## config.mk

```make
export PLATFORM = sky130hd
export DESIGN_NAME = updown_seq_ctrl
export DESIGN_NICKNAME = d
export VERILOG_FILES = /design/src/rtl/updown_seq_pkg.sv /design/src/rtl/updown_counter_core.sv /design/src/rtl/updown_seq_ctrl.sv
export SDC_FILE = /design/constraint.sdc
export NUM_CORES = 1
export LEC_CHECK = 0
export BUFFER_PORTS_ARGS = -buffer_cell sky130_fd_sc_hd__clkbuf_2
export CAP_MARGIN = 20
export CORE_MARGIN = 3
export CORE_UTILIZATION = 45
export CTS_BUF_LIST = sky130_fd_sc_hd__clkbuf_2
export DETAILED_ROUTE_END_ITERATION = 8
export GPL_TIMING_DRIVEN = 0
export PLACE_DENSITY = 0.71
export SETUP_SLACK_MARGIN = 0.3
export SYNTH_ARGS = -nofsm -noshare
export SYNTH_HDL_FRONTEND = slang
export SYNTH_SLANG_ARGS = --single-unit
```

## constraint.sdc

```tcl
create_clock -name clk -period 2.2 [get_ports clk]
set_clock_uncertainty 0.15 [all_clocks]
set_input_delay 0.11 -clock clk [delete_from_list [all_inputs] [get_ports clk]]
set_output_delay 0.11 -clock clk [all_outputs]
set_load 0.05 [all_outputs]
```

## src/rtl/updown_seq_pkg.sv

```systemverilog
// Shared types and constants for the up/down counter sequencer.
package updown_seq_pkg;

    localparam int WIDTH_DEF = 4;

    localparam logic DIR_UP   = 1'b1;
    localparam logic DIR_DOWN = 1'b0;

    typedef enum logic [1:0] {
        IDLE = 2'd0,
        RUN  = 2'd1,
        DONE = 2'd2
    } state_e;

endpackage

```

## src/rtl/updown_counter_core.sv

```systemverilog
// Registered WIDTH-bit up/down counter with modulo wrap and async reset to 0.
module updown_counter_core
    import updown_seq_pkg::*;
#(
    parameter int WIDTH = WIDTH_DEF
) (
    input  logic             clk,
    input  logic             rst,
    input  logic             en,
    input  logic             updown,
    output logic [WIDTH-1:0] q
);

    localparam logic [WIDTH-1:0] ONE = WIDTH'(1);

    logic [WIDTH-1:0] count_q;
    logic [WIDTH-1:0] count_d;

    // next count: step by one in the requested direction when enabled
    always_comb begin
        count_d = count_q;
        if (en) begin
            count_d = (updown == DIR_UP) ? count_q + ONE : count_q - ONE;
        end
    end

    // count register
    always_ff @(posedge clk or posedge rst) begin
        if (rst) begin
            count_q <= '0;
        end else begin
            count_q <= count_d;
        end
    end

    assign q = count_q;

endmodule

```

## src/rtl/updown_seq_ctrl.sv

```systemverilog
// Sequencer that walks an up/down counter one step per cycle to a commanded
// target and pulses done on arrival.
// Optional macro SHORTEST_PATH_EN: choose the shorter modular direction
// (ties go up); otherwise direction is a plain target > q compare.
//
// state | meaning
// IDLE  | ready for a command, counter holds
// RUN   | counter stepping toward target_q
// DONE  | one-cycle done pulse, then back to IDLE
module updown_seq_ctrl
    import updown_seq_pkg::*;
#(
    parameter int WIDTH = WIDTH_DEF
) (
    input  logic             clk,
    input  logic             rst,
    input  logic             cmd_valid,
    output logic             cmd_ready,
    input  logic [WIDTH-1:0] cmd_target,
    input  logic             abort,
    output logic [WIDTH-1:0] q,
    output logic             updown,
    output logic             cnt_en,
    output logic             busy,
    output logic             done
);

    localparam logic [WIDTH-1:0] ONE = WIDTH'(1);

    state_e           state_q, state_d;
    logic [WIDTH-1:0] target_q, target_d;
    logic             updown_q, updown_d;
    logic             dir_accept;
    logic [WIDTH-1:0] q_step;

`ifdef SHORTEST_PATH_EN
    localparam logic [WIDTH-1:0] HALF = {1'b1, {(WIDTH-1){1'b0}}};
    logic [WIDTH-1:0] dist_up;

    // modular distance going up; anything up to half the ring is the short way
    assign dist_up    = cmd_target - q;
    assign dir_accept = (dist_up <= HALF) ? DIR_UP : DIR_DOWN;
`else
    assign dir_accept = (cmd_target > q) ? DIR_UP : DIR_DOWN;
`endif

    // value q will take if the counter steps this cycle
    assign q_step = (updown_q == DIR_UP) ? q + ONE : q - ONE;

    // next-state and output decode
    always_comb begin
        state_d   = state_q;
        target_d  = target_q;
        updown_d  = updown_q;
        cmd_ready = 1'b0;
        cnt_en    = 1'b0;
        busy      = 1'b0;
        done      = 1'b0;
        case (state_q)
            IDLE: begin
                cmd_ready = 1'b1;
                if (cmd_valid) begin
                    target_d = cmd_target;
                    updown_d = dir_accept;
                    state_d  = (cmd_target == q) ? DONE : RUN;
                end
            end
            RUN: begin
                busy = 1'b1;
                if (abort) begin
                    state_d = IDLE;
                end else begin
                    cnt_en = 1'b1;
                    if (q_step == target_q) begin
                        state_d = DONE;
                    end
                end
            end
            DONE: begin
                done    = 1'b1;
                state_d = IDLE;
            end
            default: state_d = IDLE;
        endcase
    end

    // state, target and direction registers
    always_ff @(posedge clk or posedge rst) begin
        if (rst) begin
            state_q  <= IDLE;
            target_q <= '0;
            updown_q <= DIR_DOWN;
        end else begin
            state_q  <= state_d;
            target_q <= target_d;
            updown_q <= updown_d;
        end
    end

    assign updown = updown_q;

    updown_counter_core #(.WIDTH(WIDTH)) u_core (
        .clk    (clk),
        .rst    (rst),
        .en     (cnt_en),
        .updown (updown_q),
        .q      (q)
    );

endmodule
```

==> results of run 1 <==
## timing repair
action                     in CTS  in global routing
resized for setup               1                  7
hold buffers                    6                  0
buffers inserted                0                  5
pin swaps                       0                  1
setup endpoints to repair       2                  3
hold endpoints to repair       16                  0
## layout make-up
type                            count  area [um^2]  area share (%)
Multi-Input combinational cell     47        402.9           43.16
Sequential cell                    11        279.0           29.89
Timing Repair Buffer               27        177.7           19.03
Inverter                            8        30.03           3.217
Clock buffer                        4        20.02           2.145
Tap cell                           15        18.77           2.011
Buffer                              1        5.005          0.5362
## tightest hold or removal path, delay by kind of cell
| kind | cells | cell delay (ns) |
|---|---|---|
| buf+inv | 2 | 0.27 |
| simple gates | 1 | 0.09 |
| xor+xnor | 1 | 0.08 |
## cell usage in the layout, fill, tap and decap left out, types with 2 or more instances in the layout
master         count
xor2_1             3
o21ai_1            2
inv_1              5
mux2_2             3
nand2b_1           2
clkbuf_2          21
inv_2              3
dlygate4sd3_1      6
xnor2_1            6
dfrtp_1            8
buf_4              5
nand2_1            6
ha_1               5
nor2b_1            2
dfrtp_2            3
o21ai_0            4
## per-layer routing
metal | vias up | track usage (%) | share of wire, %
met1 | 267 | 17.93 | 40
met2 | 15 | 30.66 | 52
met3 | 5 | 7.171 | 6.7
met4 | 0 | 9.942 | 2.1
li1 | 276 | - | -
met5 | - | 0 | 0
## sequential cells by signal, summed over array words and instances, names as in the netlist
name	count
target_q	4
u_core.q	4
state_q	2
updown	1
## cells by family (layout without fill, tap and decap cells)
group | after synthesis | after routing
multiplexers | 3 | 3
XOR/XNOR | 10 | 10
adder cells (fa/ha/maj) | 7 | 7
AND/OR/NAND/NOR | 17 | 17
AO/OA/AOI/OAI | 10 | 10
flip-flops | 11 | 11
buffers and inverters | 9 | 40
## worst max path at each step
stage / startpoint / endpoint
floorplan: state_q[1]$_DFFE_PP0P_ / state_q[0]$_DFFE_PP0P_
finish: updown$_DFFE_PP0P_ / state_q[1]$_DFFE_PP0P_
global route: u_core.q[1]$_DFFE_PP0P_ / state_q[1]$_DFFE_PP0P_
CTS: u_core.q[0]$_DFFE_PP0P_ / state_q[1]$_DFFE_PP0P_
detailed placement: u_core.q[0]$_DFFE_PP0P_ / state_q[1]$_DFFE_PP0P_
global placement: u_core.q[0]$_DFFE_PP0P_ / state_q[1]$_DFFE_PP0P_
## through the flow
step                      hold slack, ns  setup WS, ns  cells
after floorplan                  -0.1878        0.2724     67
after CTS                         0.2114        0.3281    108
after detailed placement        -0.03795        0.3093     98
after global placement          -0.04413        0.3054     98
after global routing              0.1585        0.2337    113
final                             0.1428        0.3457    113
==> flow_summary_export.csv, run 1 <==
group,metric,value,unit
worst_setup_path,crit_required,2.24,ns
cts,clk_path_buf_depth,2,
yosys,synth_top_family_by_area,"adder cells",
cts,insertion_delay,0.28,ns
yosys,synthMostInstantiatedCell,"dfrtp_1",
flow_run,drv_cap,0,
cts,path_clk_slew,0.12,ns
detailed_routing,wl_per_cell,12.88,um
cts,cts_max_level,1,
yosys,synth_nets,82,
yosys,ys.flop_type,"dfrtp_1",
floorplanning,rows,13,
worst_setup_path,crit_arrival,1.89,ns
yosys,yosys_warnings,0,
sta,finalCriticalPeriod,1.854,ns
sta,hold_viol,0,
worst_setup_path,reg2reg_to,"state_q[1]$_DFFE_PP0P_",
cts,cts_made_buffers,3,
yosys,synthTopCellsByCount,"dfrtp_1, inv_1, ha_1, nand2_1, xnor2_1",
global_route,grt_pass1_wl,2380,um
detailed_routing,ant_nets,0,
cells_and_area,n_antenna_cell,0,
yosys,synthMuxAreaShare,4.972,%
yosys,synth_simple_gate_area_share,12.71,%
worst_setup_path,start_kind,"register",
placed_design,gp_congestion,0.7777,
yosys,yosys.area.top_type,"dfrtp_1",
yosys,yosysSeqAreaShare,40.52,%
yosys,synth-xor-area-share,12.89,%
worst_setup_path,crit_path_max_incr_delay,0.46,ns
global_route,antenna_found_initial,0,
cts,cts_sinks,11,
worst_setup_path,slowest_stage,"dfrtp_2",
placed_design,dp.final_hpwl,1049,um
cells_and_area,fillers,110,
sta,setup_viol,0,
detailed_routing,vias,563,
min_path,hold_start,"abort",
cts,cts_tree,"yes",
sta,fin_crit_sh,84.28,%
sta,clock.fmax,0.5393,GHz
placed_design,port_buffers,16,
yosys,synth_cell_types,22,
worst_setup_path,ff2ff_path_depth,7,
min_path,holdPathStages,4,
floorplanning,die_h,44.86,um
detailed_routing,drc,0,
yosys,synth_compound_area_share,9.945,%
cells_and_area,finalNetCount,114,
sta,rsz0062_at_grt,"yes",
worst_setup_path,end_kind,"register",
yosys,synth-async-reset-ratio,100.0,%
cts,root_buffer,"clkbuf_2",
worst_setup_path,cp_cell_sequence,"inv_2 > ha_1 > a21o_1 > a21oi_4 > xnor2_1 > nor3_2 > a31o_1",
detailed_routing,drt_iter0_drc,6,
placed_design,place_area,789.5,um^2
yosys,synthTopCellsByArea,"dfrtp_1, ha_1, xnor2_1, xor2_1, mux2_2",
floorplanning,initial_utilization,50.32,%
yosys,synth_fa_ha_area_share,14.00,%
worst_setup_path,r2r_slack,0.35,ns
floorplanning,core_area,0.001350,mm^2
worst_setup_path,critical-path-top-delay-family,"compound AO/OA/AOI/OAI gates",
detailed_routing,viasPerCell,4.982,
cells_and_area,final_cell_area,933.4,um^2
worst_setup_path,critPathKind,"reg2reg",
sta,slew_violations,0,
min_path,hold_end,"u_core.q[0]$_DFFE_PP0P_",
yosys,synth_enable_flop_cells,0,
worst_setup_path,worst-path-stages,7,
sta,worst_pin_slew,0.4371,ns
cells_and_area,utilization,69.14,%
sta,fin_tns_setup,0,ns
global_route,overflow,0,
yosys,syn_inst,67,
yosys,synthesis.area,679.4,um^2
run_status,status,"finished clean",
min_path,hold_path.class,"in2reg",
global_route,grt_max_degree,12,
cells_and_area,drive_gt1_share,42.86,%
cells_and_area,area_growth,37.38,%
floorplanning,die_w,44.86,um
floorplanning,boundaryPins,17,
global_route,grt_use_total,17.72,%
yosys,synth_top_area_share,40.52,%
worst_setup_path,regToRegStartpoint,"updown$_DFFE_PP0P_",
worst_setup_path,path_buf_inv,1,
detailed_routing,wirelength,1456,um
floorplanning,die-area,0.002012,mm^2
yosys,ys_seq_elements,11,
yosys,avgSynthCellArea,10.14,um^2
global_route,grt_pass1_vias,542,
worst_setup_path,critPathMaxFanout,5,
detailed_routing,first_pass_iters,4,
sta,slew_headroom,70.83,%
Power of run 1 is left out: the tool's default activity adds up to more than one toggle a clock period on the data nets, which glitch-free logic cannot reach.
==> run 2, diff against run 1 <==
--- a/config.mk
+++ b/config.mk
@@ -5,6 +5,7 @@
 export SDC_FILE = /design/constraint.sdc
 export NUM_CORES = 1
 export LEC_CHECK = 0
+export ABC_AREA = 1
 export BUFFER_PORTS_ARGS = -buffer_cell sky130_fd_sc_hd__clkbuf_2
 export CAP_MARGIN = 20
 export CORE_MARGIN = 3
@@ -12,7 +13,7 @@
 export CTS_BUF_LIST = sky130_fd_sc_hd__clkbuf_2
 export DETAILED_ROUTE_END_ITERATION = 8
 export GPL_TIMING_DRIVEN = 0
-export PLACE_DENSITY = 0.71
+export PLACE_DENSITY = 0.73
 export SETUP_SLACK_MARGIN = 0.3
 export SYNTH_ARGS = -nofsm -noshare
 export SYNTH_HDL_FRONTEND = slang
==> constraint.sdc (replaced) <==
create_clock -name clk -period 1.6 [get_ports clk]
set_clock_uncertainty 0.15 [all_clocks]
set_input_delay 0.08 -clock clk [delete_from_list [all_inputs] [get_ports clk]]
set_output_delay 0.08 -clock clk [all_outputs]
set_load 0.05 [all_outputs]
==> run 2 against run 1 <==
Effect of this change: the flow now finishes with violations (negative setup slack); via count up 38%; critical path type unchanged; first-iteration DRC count grew to 2.5 times the previous value; sequential cell count unchanged; fmax increased by 3.8%.
==> flow_summary_export.csv, run 2 <==
group,metric,value,unit
sta,finalCriticalPeriod,1.786,ns
cells_and_area,layout_common_cells,"nand2_1, clkbuf_2, inv_1, nand2_2, inv_2",
cells_and_area,utilization,78.65,%
placed_design,gp_congestion,0.8009,
yosys,synth-xor-area-share,3.393,%
cts,path_clk_slew,0.13,ns
sta,worst_pin_slew,0.4602,ns
cts,clk_path_buf_depth,2,
cts,cts_tree,"yes",
global_route,antenna_found_initial,0,
detailed_routing,drt_iter0_drc,15,
sta,layout_setup_ws,-0.1856,ns
yosys,synthMostInstantiatedCell,"nand2_1",
worst_setup_path,start_kind,"register",
global_route,grt_max_degree,12,
floorplanning,core_area,0.001559,mm^2
yosys,synth_enable_flop_cells,0,
detailed_routing,viasPerCell,5.180,
yosys,synth_cell_types,20,
cells_and_area,mostFrequentLayoutCell,"nand2_1",
sta,slew_violations,0,
yosys,synth_compound_area_share,9.047,%
yosys,yosysSeqAreaShare,35.54,%
floorplanning,boundaryPins,17,
placed_design,dp.final_hpwl,1289,um
min_path,hold_start,"abort",
yosys,yosys.area.top_type,"dfrtp_1",
sta,setup_viol,3,
worst_setup_path,critPathLaunch,"u_core.q[1]$_DFFE_PP0P_",
global_route,grt_pass1_wl,2980,um
yosys,synth_fa_ha_area_share,12.28,%
global_route,grt_use_total,19.46,%
sta,hold_viol,0,
yosys,yosys_warnings,0,
yosys,ys_seq_elements,11,
sta,clock.fmax,0.5600,GHz
yosys,synth_top_family_by_area,"simple AND/OR/NAND/NOR gates",
yosys,synth-async-reset-ratio,100.0,%
cells_and_area,drive_gt1_share,52.99,%
sta,rsz0062_at_grt,"yes",
cells_and_area,n_antenna_cell,0,
cells_and_area,area_growth,58.32,%
min_path,hold_path.class,"in2reg",
placed_design,dp_cells,131,
cts,insertion_delay,0.28,ns
detailed_routing,ant_nets,0,
run_status,violations,"negative setup slack",
yosys,synthTopCellsByArea,"dfrtp_1, nand2_1, ha_1, inv_1, o21ai_0",
yosys,avgSynthCellArea,7.823,um^2
floorplanning,rows,14,
floorplanning,initial_utilization,49.68,%
run_status,status,"complete, but fails checks",
cells_and_area,fillers,101,
floorplanning,die_w,47.49,um
detailed_routing,drc,0,
yosys,synth_nets,114,
flow_run,drv_cap,0,
cts,root_buffer,"clkbuf_2",
yosys,synth_top_area_share,35.54,%
sta,slew_headroom,69.29,%
yosys,ys.flop_type,"dfrtp_1",
detailed_routing,wirelength,2060,um
cells_and_area,layout.cells.non_filler,150,
worst_setup_path,crit_arrival,1.82,ns
detailed_routing,vias,777,
global_route,overflow,0,
worst_setup_path,crit_required,1.64,ns
placed_design,port_buffers,16,
worst_setup_path,critPathKind,"reg2reg",
yosys,synthTopCellsByCount,"nand2_1, inv_1, dfrtp_1",
global_route,grt_pass1_vias,730,
yosys,synthesis.area,774.5,um^2
cts,cts_sinks,11,
yosys,syn_inst,99,
worst_setup_path,end_kind,"register",
cts,cts_made_buffers,3,
floorplanning,die_h,47.49,um
cells_and_area,finalNetCount,150,
sta,fin_crit_sh,111.6,%
floorplanning,die-area,0.002255,mm^2
yosys,synthMuxAreaShare,0,%
cts,cts_max_level,1,
detailed_routing,wl_per_cell,13.73,um
worst_setup_path,regToRegStartpoint,"u_core.q[1]$_DFFE_PP0P_",
worst_setup_path,critPathMaxFanout,2,
detailed_routing,first_pass_iters,4,
yosys,synth_simple_gate_area_share,30.69,%
-- run 2: cell count changes after synthesis, moves of 3 or more --
cell,before,now
nor2b_1,3,0
xnor2_1,6,0
nand2_2,0,6
mux2_2,3,0
inv_1,8,14
nand3_1,1,6
nand2_1,6,25
o21ai_0,5,8
-- run 2: cell families after synthesis --
family,count (synthesis)
AO/OA/AOI/OAI,12
AND/OR/NAND/NOR,48
buffers and inverters,18
XOR/XNOR,3
flip-flops,11
adder cells (fa/ha/maj),7
-- run 2: area by class of cell --
type	instances	area, um^2	share of cell area [%]
Sequential cell	11	282.8	23.06
Multi-Input combinational cell	70	524.3	42.75
Clock buffer	4	20.02	1.633
Inverter	18	80.08	6.531
Timing Repair Buffer	31	299.0	24.39
Tap cell	16	20.02	1.633
-- run 2: worst max-delay path, stage by stage, from the launching register on --
cell and delay (ns):
dfrtp_2 0.41, inv_2 0.05, fa_2 0.58, xor2_1 0.14, nand2_1 0.08, nor2_2 0.09, nand3_2 0.09, nand2_1 0.07
nand2_1 0.05
-- run 2: what timing repair did --
item                       4_1_cts  5_1_grt
pin swaps                        8       10
buffers inserted                 8        1
hold buffers                     6        0
hold endpoints to repair        16        0
resized for setup               23       20
gates cloned                     0        0
setup endpoints to repair       10       13
-- run 2: path summary, 6_finish.rpt --
| check | to | cells past startpoint | slack, ns |
|---|---|---|---|
| min in group asynchronous | state_q[0]$_DFFE_PP0P_ | 3 | 0.18 |
| max reg2reg | state_q[0]$_DFFE_PP0P_ | 8 | -0.19 |
| max in group asynchronous | u_core.q[2]$_DFFE_PP0P_ | 3 | 0.78 |
| min | u_core.q[0]$_DFFE_PP0P_ | 5 | 0.07 |
| min reg2reg | target_q[0]$_DFFE_PP0P_ | 2 | 0.38 |
| max | state_q[0]$_DFFE_PP0P_ | 8 | -0.19 |
-- run 2: layer usage --
metal | track usage, % | vias up | wire [um]
met5 | 0 | - | 0
met4 | 11.60 | 0 | 47
met3 | 2.256 | 4 | 58
met2 | 32.35 | 20 | 1042
met1 | 23.96 | 375 | 910
li1 | - | 378 | -
-- run 2: stage by stage --
step           area (um^2)  hold slack, ns  worst slack (ns)  setup TNS (ns)
4_1_cts               1172         0.06575           -0.1791         -0.3418
3_3_place_gp         928.4        -0.07442           -0.1969         -0.3521
2_1_floorplan        828.3         -0.2179           -0.2966         -0.5925
6_report              1226         0.06576           -0.1856         -0.3459
3_5_place_dp         928.4        -0.06147           -0.2148         -0.3851
5_1_grt               1226         0.05770           -0.2775         -0.5725
Power of run 2 is left out for the same reason.
